<file path="src/rtl/datapath_ctrl.sv">
// Multi-cycle controller FSM that sequences the register-file/ALU datapath.
// Optional trap on illegal instructions: define DATAPATH_CTRL_TRAP_EN.
module datapath_ctrl #(
  parameter int IW = 16
) (
  input  logic          clk,
  input  logic          reset_n,
  input  logic          s,
  input  logic [IW-1:0] in,
  output logic          w,
  output logic          err,
  output logic [2:0]    readnum,
  output logic [2:0]    writenum,
  output logic          write,
  output logic          vsel,
  output logic          loada,
  output logic          loadb,
  output logic          loadc,
  output logic          loads,
  output logic          asel,
  output logic          bsel,
  output logic [1:0]    shift,
  output logic [1:0]    ALUop,
  output logic [IW-1:0] datapath_in
);

  typedef enum logic [2:0] {
    S_WAIT,
    S_DECODE,
    S_WR_IMM,
    S_LD_A,
    S_LD_B,
    S_EXEC,
    S_WR_REG
`ifdef DATAPATH_CTRL_TRAP_EN
    , S_ERR
`endif
  } state_t;

  typedef enum logic [2:0] {
    K_MOV_IMM, K_MOV_REG, K_ADD, K_CMP, K_AND, K_MVN, K_ILLEGAL
  } kind_t;

  typedef struct packed {
    logic       w;
    logic [2:0] readnum;
    logic [2:0] writenum;
    logic       write;
    logic       vsel;
    logic       loada;
    logic       loadb;
    logic       loadc;
    logic       loads;
    logic       asel;
    logic       bsel;
    logic [1:0] shift;
    logic [1:0] aluop;
  } ctrl_t;

  state_t          state, state_nxt;
  logic [IW-1:0]   ir, ir_nxt;
  ctrl_t           ctrl_q;

  function automatic kind_t decode(input logic [IW-1:0] i);
    case ({i[15:13], i[12:11]})
      5'b110_10: decode = K_MOV_IMM;
      5'b110_00: decode = K_MOV_REG;
      5'b101_00: decode = K_ADD;
      5'b101_01: decode = K_CMP;
      5'b101_10: decode = K_AND;
      5'b101_11: decode = K_MVN;
      default:   decode = K_ILLEGAL;
    endcase
  endfunction

  // Control word for a given state/IR; outputs are registered from the
  // next-state values so they line up with the state they describe.
  function automatic ctrl_t moore(input state_t st, input logic [IW-1:0] i);
    kind_t k;
    ctrl_t c;
    k = decode(i);
    c = '0;
    case (st)
      S_WAIT:   c.w = 1'b1;
      S_WR_IMM: begin c.writenum = i[10:8]; c.vsel = 1'b1; c.write = 1'b1; end
      S_LD_A:   begin c.readnum = i[10:8]; c.loada = 1'b1; end
      S_LD_B:   begin c.readnum = i[2:0];  c.loadb = 1'b1; end
      S_EXEC: begin
        c.shift = i[4:3];
        c.asel  = (k == K_MOV_REG) || (k == K_MVN);
        c.aluop = (k == K_MOV_REG) ? 2'b00 : i[12:11];
        c.loads = 1'b1;
        c.loadc = (k != K_CMP);
      end
      S_WR_REG: begin c.writenum = i[7:5]; c.write = 1'b1; end
      default:  ;
    endcase
    return c;
  endfunction

  // NOTE: every always_comb output gets a default first so no latch is inferred.
  always_comb begin
    state_nxt = state;
    ir_nxt    = ir;
    case (state)
      S_WAIT: if (s) begin
        ir_nxt    = in;
        state_nxt = S_DECODE;
      end
      S_DECODE: begin
        case (decode(ir))
          K_MOV_IMM:                state_nxt = S_WR_IMM;
          K_MOV_REG, K_MVN:         state_nxt = S_LD_B;
          K_ADD, K_CMP, K_AND:      state_nxt = S_LD_A;
`ifdef DATAPATH_CTRL_TRAP_EN
          default:                  state_nxt = S_ERR;
`else
          default:                  state_nxt = S_WAIT;
`endif
        endcase
      end
      S_WR_IMM: state_nxt = S_WAIT;
      S_LD_A:   state_nxt = S_LD_B;
      S_LD_B:   state_nxt = S_EXEC;
      S_EXEC:   state_nxt = (decode(ir) == K_CMP) ? S_WAIT : S_WR_REG;
      S_WR_REG: state_nxt = S_WAIT;
`ifdef DATAPATH_CTRL_TRAP_EN
      S_ERR:    state_nxt = S_ERR;
`endif
      default:  state_nxt = S_WAIT;
    endcase
  end

  // NOTE: state and outputs use non-blocking assignments so every register
  // samples pre-edge values; IR is reset too so datapath_in is defined.
  always_ff @(posedge clk or negedge reset_n) begin
    if (!reset_n) begin
      state  <= S_WAIT;
      ir     <= '0;
      ctrl_q <= moore(S_WAIT, '0);
    end else begin
      state  <= state_nxt;
      ir     <= ir_nxt;
      ctrl_q <= moore(state_nxt, ir_nxt);
    end
  end

`ifdef DATAPATH_CTRL_TRAP_EN
  logic err_q;
  always_ff @(posedge clk or negedge reset_n) begin
    if (!reset_n) err_q <= 1'b0;
    else          err_q <= (state_nxt == S_ERR);
  end
  assign err = err_q;
`else
  assign err = 1'b0;
`endif

  assign w           = ctrl_q.w;
  assign readnum     = ctrl_q.readnum;
  assign writenum    = ctrl_q.writenum;
  assign write       = ctrl_q.write;
  assign vsel        = ctrl_q.vsel;
  assign loada       = ctrl_q.loada;
  assign loadb       = ctrl_q.loadb;
  assign loadc       = ctrl_q.loadc;
  assign loads       = ctrl_q.loads;
  assign asel        = ctrl_q.asel;
  assign bsel        = ctrl_q.bsel;
  assign shift       = ctrl_q.shift;
  assign ALUop       = ctrl_q.aluop;
  assign datapath_in = {{(IW-8){ir[7]}}, ir[7:0]};

endmodule

</file>
<file path="config.mk">
export PLATFORM = sky130hd
export DESIGN_NAME = datapath_ctrl
export DESIGN_NICKNAME = d
export VERILOG_FILES = /design/src/rtl/datapath_ctrl.sv
export SDC_FILE = /design/constraint.sdc
export NUM_CORES = 1
export LEC_CHECK = 0
export CAP_MARGIN = 25
export CORE_MARGIN = 4
export CORE_UTILIZATION = 45
export DETAILED_ROUTE_END_ITERATION = 8
export PLACE_DENSITY = 0.79
export SYNTH_ARGS = -nofsm -noshare
export SYNTH_HDL_FRONTEND = slang
export SYNTH_SLANG_ARGS = --single-unit
</file>
<file path="constraint.sdc">
create_clock -name clk -period 2.7 [get_ports clk]
set_clock_uncertainty 0.15 [all_clocks]
set_input_delay 0.27 -clock clk [delete_from_list [all_inputs] [get_ports clk]]
set_output_delay 0.27 -clock clk [all_outputs]
set_load 0.01 [all_outputs]
</file>
==> results.cfg <==
[pwr]
leakagePower_nw = 1.00
ir_worst_vdd_mv = 0.497
fin_total_pwr_mw = 2.57
power_density_nw_per_um2 = 1150

[grt]
grt_use_total_pct = 15.0
antenna_found_initial = 0
grt_pass1_vias = 1183
grt_max_degree = 38
grt_overflow = 0
grt_pass1_wl_mm = 5.75

[synth]
ys_ff_latch = 37
synth_edf_count = 0
synth_top_area_share_pct = 53.7
syn_area_um2 = 1680
synth_cells = 132
synth_flop_cell = dfrtp_1
yosysWarnings = 0
synth.most_common_cell = dfrtp_1
async_flop_share_pct = 100
ys_seq_area_share_pct = 55.3
ys_top_cells_by_count = dfrtp_1 (36), buf_4 (18), mux2_2 (12), nand2_1 (9), inv_1 (8)
synth_top_area_cell = dfrtp_1
synth.avg_cell_area_um2 = 12.7
ys_types = 35
synthTopCellsByArea = dfrtp_1 (54%), buf_4 (8.1%), mux2_2 (8.1%)

[critical_path]
worstSetupStartpoint = state[2]
path_cells = nor4b_4 -> mux2_2 -> nor4b_1 -> o211a_1
path_max_fanout = 14
r2r_slack_ns = 0.41
crit_required_ns = 2.78
worstSetupStartpointType = flop
critPathArrivalTime_ns = 2.37
max_stage_delay_ns = 0.57
crit_cells = 4
slowest_stage = nor4b_4
r2r_end = asel
cp-end-kind = flop
endpoint = asel
critical-path-top-delay-family = simple AND/OR/NAND/NOR gates
critPathBufInv = 0
path_class = flop to flop
reg2reg_depth = 4
rr_startpoint = state[2]

[clocking]
htreeDepth = 2
cts_max_path_buffers = 2
cts_tree = yes
cts_inserted_buffers = 5
path_clk_slew_ns = 0.07
ctsRootBufferMaster = clkbuf_8
clock-sinks = 37
insertion_delay_ns = 0.29

[run]
maxCapViolCount = 0

[route]
wire_per_inst_um = 15.5
drc = 0
first_pass_iters = 5
vias = 1139
drtAntennaViolNets = 0
drt-initial-drc-count = 35
via_per_inst = 5.18
totalWireLength_mm = 3.41

[die]
fp.dieH_um = 69.1
core_um2 = 3470
fp.dieW_um = 69.1
pin_count = 55
initial_utilization_pct = 48.4
dieArea_um2 = 4770
rows = 21

[placement]
gp_congestion = 0.822
io_buffers = 52
hpwlAfterDp_mm = 2.51

[finish]
syn2layout_area_growth_pct = 33.0
n_antenna_cell = 0
drive_above_1_share_pct = 17.8
nets = 192

[sta]
relSlewSlack_pct = 47.1
hold_viol_final = 0
rsz0062_at_grt = no
fin_setup_tns_ns = 0
fin_crit_sh_pct = 84.9
worst_pin_slew_ns = 0.793
setup_viol = 0
whs_ns = 0.370
fmax_ghz = 0.436
slew_violations = 0
fin_crit_ns = 2.29

[worst_hold_path]
hold_class = flop to flop

[outcome]
status = finished clean
==> tightest hold or removal path, cell delays in order, from the launching register on <==
cell and delay (ns):
dfrtp_1 0.33, mux2i_1 0.10, inv_1 0.06
==> kinds of logic (layout without fill, tap and decap cells) <==
logic type	after synthesis	in the layout	synth area share, %
flops	37	37	55.3
compound gates	19	19	10.5
simple gates	29	29	11.6
other cells	1	2	0.223
xor+xnor	1	1	0.522
buf+inv	29	70	11.4
mux	16	16	10.4
==> layer usage <==
layer	routed length, um	GRT usage, %	vias to the layer above
li1	-	-	521
met4	87	7.38	0
met2	1620	24.3	53
met3	261	5.38	11
met1	1440	17.5	554
met5	0	0	-
==> what timing repair did <==
action / CTS / global route
endpoints found under the hold margin: 36 / 0
hold buffers: 1 / 0
buffers inserted: 0 / 0
gates resized for setup: 0 / 0
endpoints found under the setup margin: 0 / 0
==> worst min-delay path by stage <==
stage	startpoint	endpoint	slack [ns]	cells after the start
2_1_floorplan	reset_n	ALUop[0]	-0.18	0
3_5_place_dp	reset_n	readnum[1]	0.25	1
4_1_cts	ir[10]	ir[10]	0.36	2
5_1_grt	ir[9]	ir[9]	0.39	2
3_3_place_gp	reset_n	readnum[2]	0.23	1
6_report	ir[9]	ir[9]	0.37	2
==> placed cells by master, fill, tap and decap left out, drive strengths merged, types with 2 or more instances in the layout <==
master,Yosys,routed
clkdlybuf4s50,0,51
or2,2,2
nand2,9,9
buf,20,2
o41ai,3,3
conb,1,2
mux2,12,12
nor2,2,2
and3,4,4
mux2i,4,4
dfrtp,36,36
o211ai,3,3
inv,8,8
nand4b,2,2
o21ai,6,6
clkbuf,1,6
nor4b,2,2
==> where the power goes <==
group	switching, mW	internal (mW)
Combinational	0.510	0.621
Sequential	0.181	0.760
Clock	0.197	0.300
==> sequential cells by signal, indices dropped and copies added, names as in the netlist, 2 cells and up <==
name / flops
readnum: 3
shift: 2
ALUop: 2
ir: 16
writenum: 3
state: 3
==> area by class of cell <==
| type | instances | area (um^2) |
|---|---|---|
| multi-input combinational | 67 | 563 |
| timing repair buffer | 54 | 533 |
| clock inverter | 2 | 37.5 |
| clock buffer | 6 | 82.6 |
| inverter | 8 | 30.0 |
| tap | 46 | 57.6 |
| fill | 300 | 1240 |
| sequential | 37 | 927 |
==> stage by stage <==
| stage | utilization [%] | area, um^2 | setup slack [ns] | cells |
|---|---|---|---|---|
| 2_1_floorplan | - | 1680 | 0.702 | 133 |
| 3_3_place_gp | 60.6 | 2100 | 0.365 | 211 |
| 3_5_place_dp | 60.6 | 2100 | 0.264 | 211 |
| 4_1_cts | 64.3 | 2230 | 0.396 | 220 |
| 5_1_grt | 64.3 | 2230 | 0.216 | 220 |
| 6_report | 64.3 | 2230 | 0.407 | 220 |
Power figures use the tool's default switching activity.
